File: config.mk
export PLATFORM = sky130hd
export DESIGN_NAME = seq_shift_unit_flat
export DESIGN_NICKNAME = d
export VERILOG_FILES = /design/src/rtl/seq_shift_unit_if.sv /design/src/rtl/seq_shift_unit.sv /design/src/flat_wrapper.sv
export SDC_FILE = /design/constraint.sdc
export NUM_CORES = 1
export LEC_CHECK = 0
export ABC_CLOCK_PERIOD_IN_PS = 3600
export CAP_MARGIN = 20
export CORE_MARGIN = 2
export CORE_UTILIZATION = 40
export CTS_CLUSTER_SIZE = 20
export DETAILED_ROUTE_END_ITERATION = 12
export PLACE_DENSITY_LB_ADDON = 0.15
export SYNTH_ARGS = -nofsm -noshare
export SYNTH_HDL_FRONTEND = slang
export SYNTH_SLANG_ARGS = --single-unit
File: constraint.sdc
create_clock -name clk -period 3.6 [get_ports clk]
set_input_delay 0.36 -clock clk [delete_from_list [all_inputs] [get_ports clk]]
set_output_delay 0.36 -clock clk [all_outputs]
set_load 0.05 [all_outputs]
File: src/rtl/seq_shift_unit_if.sv
// rtl/seq_shift_unit_if.sv - start/busy/done handshake and operand/result bus for the serial shifter
interface seq_shift_unit_if #(
  parameter int WIDTH   = 32,
  parameter int SHAMT_W = 5
);
  logic               start;
  logic [1:0]         op;
  logic [WIDTH-1:0]   data_in;
  logic [SHAMT_W-1:0] shamt;
  logic               busy;
  logic               done;
  logic [WIDTH-1:0]   result;

  modport master (
    output start, op, data_in, shamt,
    input  busy, done, result
  );

  modport slave (
    input  start, op, data_in, shamt,
    output busy, done, result
  );
endinterface

File: src/rtl/seq_shift_unit.sv
// rtl/seq_shift_unit.sv - one-bit-per-clock SLL/SRL/SRA shifter launched by start, finished by a done pulse
module seq_shift_unit #(
  parameter int WIDTH   = 32,
  parameter int SHAMT_W = 5
) (
  input  logic           clk,
  input  logic           rst_n,
  seq_shift_unit_if.slave bus
);

  typedef enum logic [1:0] {
    ST_IDLE  = 2'd0,
    ST_SHIFT = 2'd1,
    ST_DONE  = 2'd2
  } state_e;

  localparam logic [1:0] OP_SLL  = 2'b00;
  localparam logic [1:0] OP_SRL  = 2'b01;
  localparam logic [1:0] OP_PASS = 2'b10;
  localparam logic [1:0] OP_SRA  = 2'b11;

  localparam logic [SHAMT_W-1:0] CNT_ONE = SHAMT_W'(1);

  state_e             r_state;
  logic [WIDTH-1:0]   r_acc;
  logic [SHAMT_W-1:0] r_cnt;
  logic [1:0]         r_op;
  logic [WIDTH-1:0]   r_result;

  state_e             w_state_nxt;
  logic [WIDTH-1:0]   w_acc_nxt;
  logic [SHAMT_W-1:0] w_cnt_nxt;
  logic [1:0]         w_op_nxt;
  logic [WIDTH-1:0]   w_result_nxt;
  logic [WIDTH-1:0]   w_acc_step;
  logic               w_accepting;
  logic               w_load;

  // IDLE and DONE both accept a new launch, which is what makes back-to-back ops idle-free
  assign w_accepting = (r_state == ST_IDLE) || (r_state == ST_DONE);
  assign w_load      = w_accepting && bus.start;

  always_comb begin
    w_acc_step = r_acc;
    case (r_op)
      OP_SLL:  w_acc_step = {r_acc[WIDTH-2:0], 1'b0};
      OP_SRL:  w_acc_step = {1'b0, r_acc[WIDTH-1:1]};
      OP_SRA:  w_acc_step = {r_acc[WIDTH-1], r_acc[WIDTH-1:1]};
      default: w_acc_step = r_acc;
    endcase
  end

  always_comb begin
    w_state_nxt  = r_state;
    w_acc_nxt    = r_acc;
    w_cnt_nxt    = r_cnt;
    w_op_nxt     = r_op;
    w_result_nxt = r_result;
    case (r_state)
      ST_IDLE, ST_DONE: begin
        if (w_load) begin
          w_acc_nxt   = bus.data_in;
          w_cnt_nxt   = (bus.op == OP_PASS) ? '0 : bus.shamt;
          w_op_nxt    = bus.op;
          w_state_nxt = ST_SHIFT;
        end else begin
          w_state_nxt = ST_IDLE;
        end
      end
      ST_SHIFT: begin
        if (r_cnt != '0) begin
          w_acc_nxt = w_acc_step;
          w_cnt_nxt = r_cnt - CNT_ONE;
        end else begin
          w_result_nxt = r_acc;
          w_state_nxt  = ST_DONE;
        end
      end
      default: begin
        w_state_nxt = ST_IDLE;
      end
    endcase
  end

  // Reset discards any in-flight operation outright, so no done pulse can follow it
  always_ff @(posedge clk) begin
    if (!rst_n) begin
      r_state  <= ST_IDLE;
      r_acc    <= '0;
      r_cnt    <= '0;
      r_op     <= '0;
      r_result <= '0;
    end else begin
      r_state  <= w_state_nxt;
      r_acc    <= w_acc_nxt;
      r_cnt    <= w_cnt_nxt;
      r_op     <= w_op_nxt;
      r_result <= w_result_nxt;
    end
  end

  assign bus.busy   = (r_state == ST_SHIFT);
  assign bus.done   = (r_state == ST_DONE);
  assign bus.result = r_result;

endmodule

File: src/flat_wrapper.sv
// flat-port wrapper written by rule: the top's interface ports become plain ports
module seq_shift_unit_flat 
#(
  parameter int WIDTH   = 32,
  parameter int SHAMT_W = 5
)
  (clk, rst_n, bus_start, bus_op, bus_data_in, bus_shamt, bus_busy, bus_done, bus_result);
  seq_shift_unit_if #(.WIDTH(WIDTH), .SHAMT_W(SHAMT_W)) bus_i ();
  input  logic clk;
  input  logic rst_n;
  input wire logic [$bits(bus_i.start)-1:0] bus_start;
  input wire logic [$bits(bus_i.op)-1:0] bus_op;
  input wire logic [$bits(bus_i.data_in)-1:0] bus_data_in;
  input wire logic [$bits(bus_i.shamt)-1:0] bus_shamt;
  output wire logic [$bits(bus_i.busy)-1:0] bus_busy;
  output wire logic [$bits(bus_i.done)-1:0] bus_done;
  output wire logic [$bits(bus_i.result)-1:0] bus_result;
  assign bus_i.start = bus_start;
  assign bus_i.op = bus_op;
  assign bus_i.data_in = bus_data_in;
  assign bus_i.shamt = bus_shamt;
  assign bus_busy = bus_i.busy;
  assign bus_done = bus_i.done;
  assign bus_result = bus_i.result;
  seq_shift_unit #(.WIDTH(WIDTH), .SHAMT_W(SHAMT_W)) u_core (.clk(clk), .rst_n(rst_n), .bus(bus_i));
endmodule
# After elaboration in Yosys (flattened, before gate mapping)
# Cells that the tools add are included.
[word_totals]
ff_bits = 73
wordCells = 42
[classes]
n_eq_ne = 11
mux = 11
n_reduce_logical = 12
n_addsub = 1
bitwise_logic = 1
[ops]
columns = ["op", "n"]
rows = [
  ["32-bit one-hot mux with 3 select lines", 1],
  ["32-bit 2-to-1 mux", 2],
  ["32-bit one-hot mux with 2 select lines", 1],
  ["5-bit 2-to-1 mux", 3],
  ["5-bit one-hot mux with 2 select lines", 1],
  ["2-bit equality test (second input constant)", 3],
  ["5-bit AND reduction", 1],
  ["5-bit nonzero test", 1],
  ["5-bit by 1-bit subtractor with 5-bit output (second input constant)", 1],
  ["2-bit by 1-bit equality test with 1-bit output (second input constant)", 2],
  ["2-bit logical NOT", 2],
  ["2-bit by 1-bit inequality test with 1-bit output (second input constant)", 2],
  ["2-bit inequality test (second input constant)", 2],
  ["4-bit by 1-bit inequality test with 1-bit output (second input constant)", 1],
  ["2-bit one-hot mux with 2 select lines", 1],
  ["2-bit AND reduction", 2],
  ["4-bit AND reduction", 1],
  ["3-bit by 1-bit inequality test with 1-bit output (second input constant)", 1],
  ["3-bit AND reduction", 1],
  ["2-bit 2-to-1 mux", 1],
  ["2-bit nonzero test", 1],
  ["2-bit OR reduction", 1],
  ["1-bit logical AND", 1],
  ["1-bit logical OR", 1],
  ["2 further kinds", 2],
]

# Logic depth before layout (Yosys ltp)
[depth]
ltp_word = 5
ltp_mapped = 8

# Worst setup path after synthesis
# OpenSTA, ideal clock, no wires.
[synth_timing]
path_kind = "reg-to-reg"
start = "register u_core.r_cnt[0]"
end = "register u_core.r_acc[0]"
stages_incl_launch_ff = 9
path_slack_ps = 1715
path_buffers = 2
required_time_ps = 3528
arrival_ps = 1814
period_less_slack_ps = 1885
path_cell_list = "dfxtp_1 -> inv_1 -> ha_1 -> or3b_1 -> or3_1 -> buf_2 -> o21ai_4 -> buf_8 -> mux2i_1"
[synth_between]
elab_chain_len = 3
[synth_rtl]
columns = ["element", "line_no", "text"]
rows = [
  ["start, declared", "seq_shift_unit.sv:26", "logic [SHAMT_W-1:0] r_cnt;"],
  ["start signal, assigned", "seq_shift_unit.sv:96", "r_cnt <= w_cnt_nxt;"],
  ["5-bit nonzero test", "seq_shift_unit.sv:71", "if (r_cnt != '0) begin"],
  ["2-bit by 1-bit inequality test with 1-bit output (no source line)", "-", ""],
  ["4-bit AND reduction (no source line)", "-", ""],
  ["end signal, assigned", "seq_shift_unit.sv:95", "r_acc <= w_acc_nxt;"],
  ["end, declared", "seq_shift_unit.sv:25", "logic [WIDTH-1:0] r_acc;"],
]
# Every way passes these cells.
# A chain may end at the register's enable or synchronous reset.

# Worst setup path in the final report
[layout_timing]
start = "register u_core.r_cnt[0]"
end = "register u_core.r_acc[13]"
# The elaborated chain is that of the path after synthesis.

==> results.ini <==
[setup_path]
critPathArrivalTime_ns=2.63
crit_family=simple AND/OR/NAND/NOR gates
cp-start-kind=register
slowest_stage=buf_4
reg2regPathDepth=7
required_ns=3.87
r2r_end=u_core.r_acc[13]
worst-r2r-setup-slack_ns=1.23
crit_chain=inv_1 -> ha_1 -> or3b_1 -> or3_1 -> o21ai_4 -> buf_4 -> mux2i_1
max_stage_delay_ns=0.41
r2r-start=u_core.r_cnt[0]
endpoint_kind=register
cp_max_fo=16
worstSetupPathType=reg2reg
critPathBufInv=2

[drt]
first_iter_violations=141
ant_nets=0
drt-total-wl_mm=8.088
first_pass_iters=4
vias_per_cell=5.127
wl_per_cell_um=13.87
via_count=2989
drcViolationCount=0

[cts]
clk_pin_slew_ns=0.08
cts_resized=0
cts_max_level=3
tritoncts.num_buffers=9
cts.hold.buffers_added=0
cts_tree=yes
worstSkewPairLatency_ns=0.34
cts_buffer_depth=2
root_buffer=clkbuf_8
postCtsSetupBuffers=0
clkSinkCount=73

[layout]
synthToLayoutAreaGrowth_pct=28.63
finalNonFillerCells=583
antennaDiodeCount=0
nFillCells=837
mostFrequentLayoutCell=nand2_1
drive_above_1_share=0.06067
nets=516
layout_common_cells=nand2_1, clkdlybuf4s50_1, dfxtp_1, mux2i_1, a21oi_1
finalInstanceArea_um2=4413

[timing]
final.min_clock_period_ns=2.366
slew_headroom=0.5470
slew_violations=0
final.period_utilization=0.6573
max_freq_mhz=422.6
setup_violations=0
tns_ns=0
final_hold_viol_count=0
rsz0062_at_grt=no
tightestPinTransition_ns=0.6786
fin_worst_skew_ns=0.006878

[hold_path]
min_to=u_core.bus.result[10]
hp-start=u_core.bus.result[10]
hold_class=reg2reg
hold_depth=2

[status]
outcome=finished, final reports clean

[synthesis]
synth.avg_cell_area_um2=8.307
postSynthCellCount=413
ys_seq_elements=73
async_flop_share=0
ys.warnings.count=0
syn-cell-area_um2=3431
ys_types=28
synth-edff-count=0
ys.flop_type=dfxtp_1
synth_seq_area_share=0.4260
synth_nets=456

[global_route]
grt_pass1_vias=2874
grt_max_degree=64
grt_pass1_wl_mm=13.82
grtUsageTotal=0.1774
overflow=0
antenna_found_initial=0

[pwr]
peakVddDrop_mv=0.2398
p_per_area_nw_per_um2=480.4
p_leak_nw=1.576

[die]
die_h_um=96.61
io_pins=76
rows=33
coreArea_um2=8258
die_x_um=96.61
dieArea_um2=9333
initial_core_util=0.4155

[placement]
hpwl_mm=5.309
place_area_um2=4199
placed_cells=567
routabilityCongestion=0.8153
port_buffers=75

[flow_run]
max_cap_viol_count=0

-- report_power, final --
part | total (W) | internal, W | switching, W
registers | 0.000960 | 0.000885 | 0.0000753
logic | 0.000471 | 0.000206 | 0.000265
clock network | 0.000688 | 0.000378 | 0.000311
total | 0.00212 | 0.00147 | 0.000651
-- per-layer routing --
layer  vias to the layer above  wire (um)  track usage
met2                        74       3636       0.2815
li1                       1536          -            -
met1                      1370       3991       0.2434
met5                         -          0            0
met4                         0        110      0.06176
met3                         9        350      0.03179
-- kinds of logic (layout without fill, tap and decap cells) --
logic type               after synthesis  after routing  synth area share
multiplexers                          61             61            0.1780
AND/OR/NAND/NOR                      153            153            0.1794
XOR/XNOR                               2              2          0.005107
buffers and inverters                 38            103           0.05434
adder cells (fa/ha/maj)                1              1          0.003646
AO/OA/AOI/OAI                         85             85            0.1535
flip-flops                            73             73            0.4260
-- final cells by class --
type,count,area (um^2),area share
multi-input combinational,302,1788,0.4052
sequential,73,1463,0.3314
timing repair buffer,82,798.3,0.1809
clock buffer,12,165.2,0.03743
tap,105,131.4,0.02977
clock inverter,4,48.80,0.01106
inverter,5,18.77,0.004253
-- synthesized netlist by cell type, drive strengths merged (2+ instances only) --
| cell | number | area, um^2 |
|---|---|---|
| nor2 | 5 | 18.77 |
| a31oi | 3 | 18.77 |
| nor3 | 5 | 25.02 |
| mux2i | 61 | 610.6 |
| nor2b | 2 | 12.51 |
| dfxtp | 73 | 1461 |
| o211ai | 30 | 225.2 |
| clkbuf | 22 | 82.58 |
| nand2b | 3 | 18.77 |
| and2 | 3 | 18.77 |
| buf | 11 | 85.08 |
| o21ai | 8 | 51.30 |
| a21oi | 41 | 205.2 |
| inv | 5 | 18.77 |
| nand2 | 131 | 491.7 |
-- tightest hold or removal path, cell delays in order, from the launching register on --
cell and delay (ns):
dfxtp_1 0.31, nand2_1 0.05, a21oi_1 0.05
-- worst max-delay path by stage --
stage / from / to / slack, ns / cells after the start
detailed placement: u_core.r_cnt[0] / u_core.r_acc[13] / 1.24 / 7
floorplan: u_core.r_cnt[0] / u_core.r_acc[0] / 1.71 / 8
CTS: u_core.r_cnt[0] / u_core.r_acc[13] / 1.21 / 7
finish: u_core.r_cnt[0] / u_core.r_acc[13] / 1.23 / 7
global placement: u_core.r_cnt[0] / u_core.r_acc[15] / 1.32 / 7
global route: u_core.r_cnt[0] / u_core.r_acc[8] / 1.06 / 7
-- stage by stage --
step | total power [W] | worst slack, ns | hold slack [ns] | util
3_3_place_gp | 0.001441 | 1.324 | 0.4418 | 0.5085
5_1_grt | 0.002234 | 1.063 | 0.4709 | 0.5344
6_report | 0.002120 | 1.234 | 0.4565 | 0.5344
2_1_floorplan | 0.001317 | 1.715 | 0.4443 | -
3_5_place_dp | 0.001451 | 1.238 | 0.4478 | 0.5085
4_1_cts | 0.002138 | 1.213 | 0.4588 | 0.5344
-- sequential cells by signal, summed over array words and instances, names as in the netlist --
register and flops:
u_core.bus.result 32, u_core.r_acc 32, u_core.r_op 2, u_core.r_cnt 5, u_core.r_state 2
No activity file was read; power rests on OpenSTA's default activity.
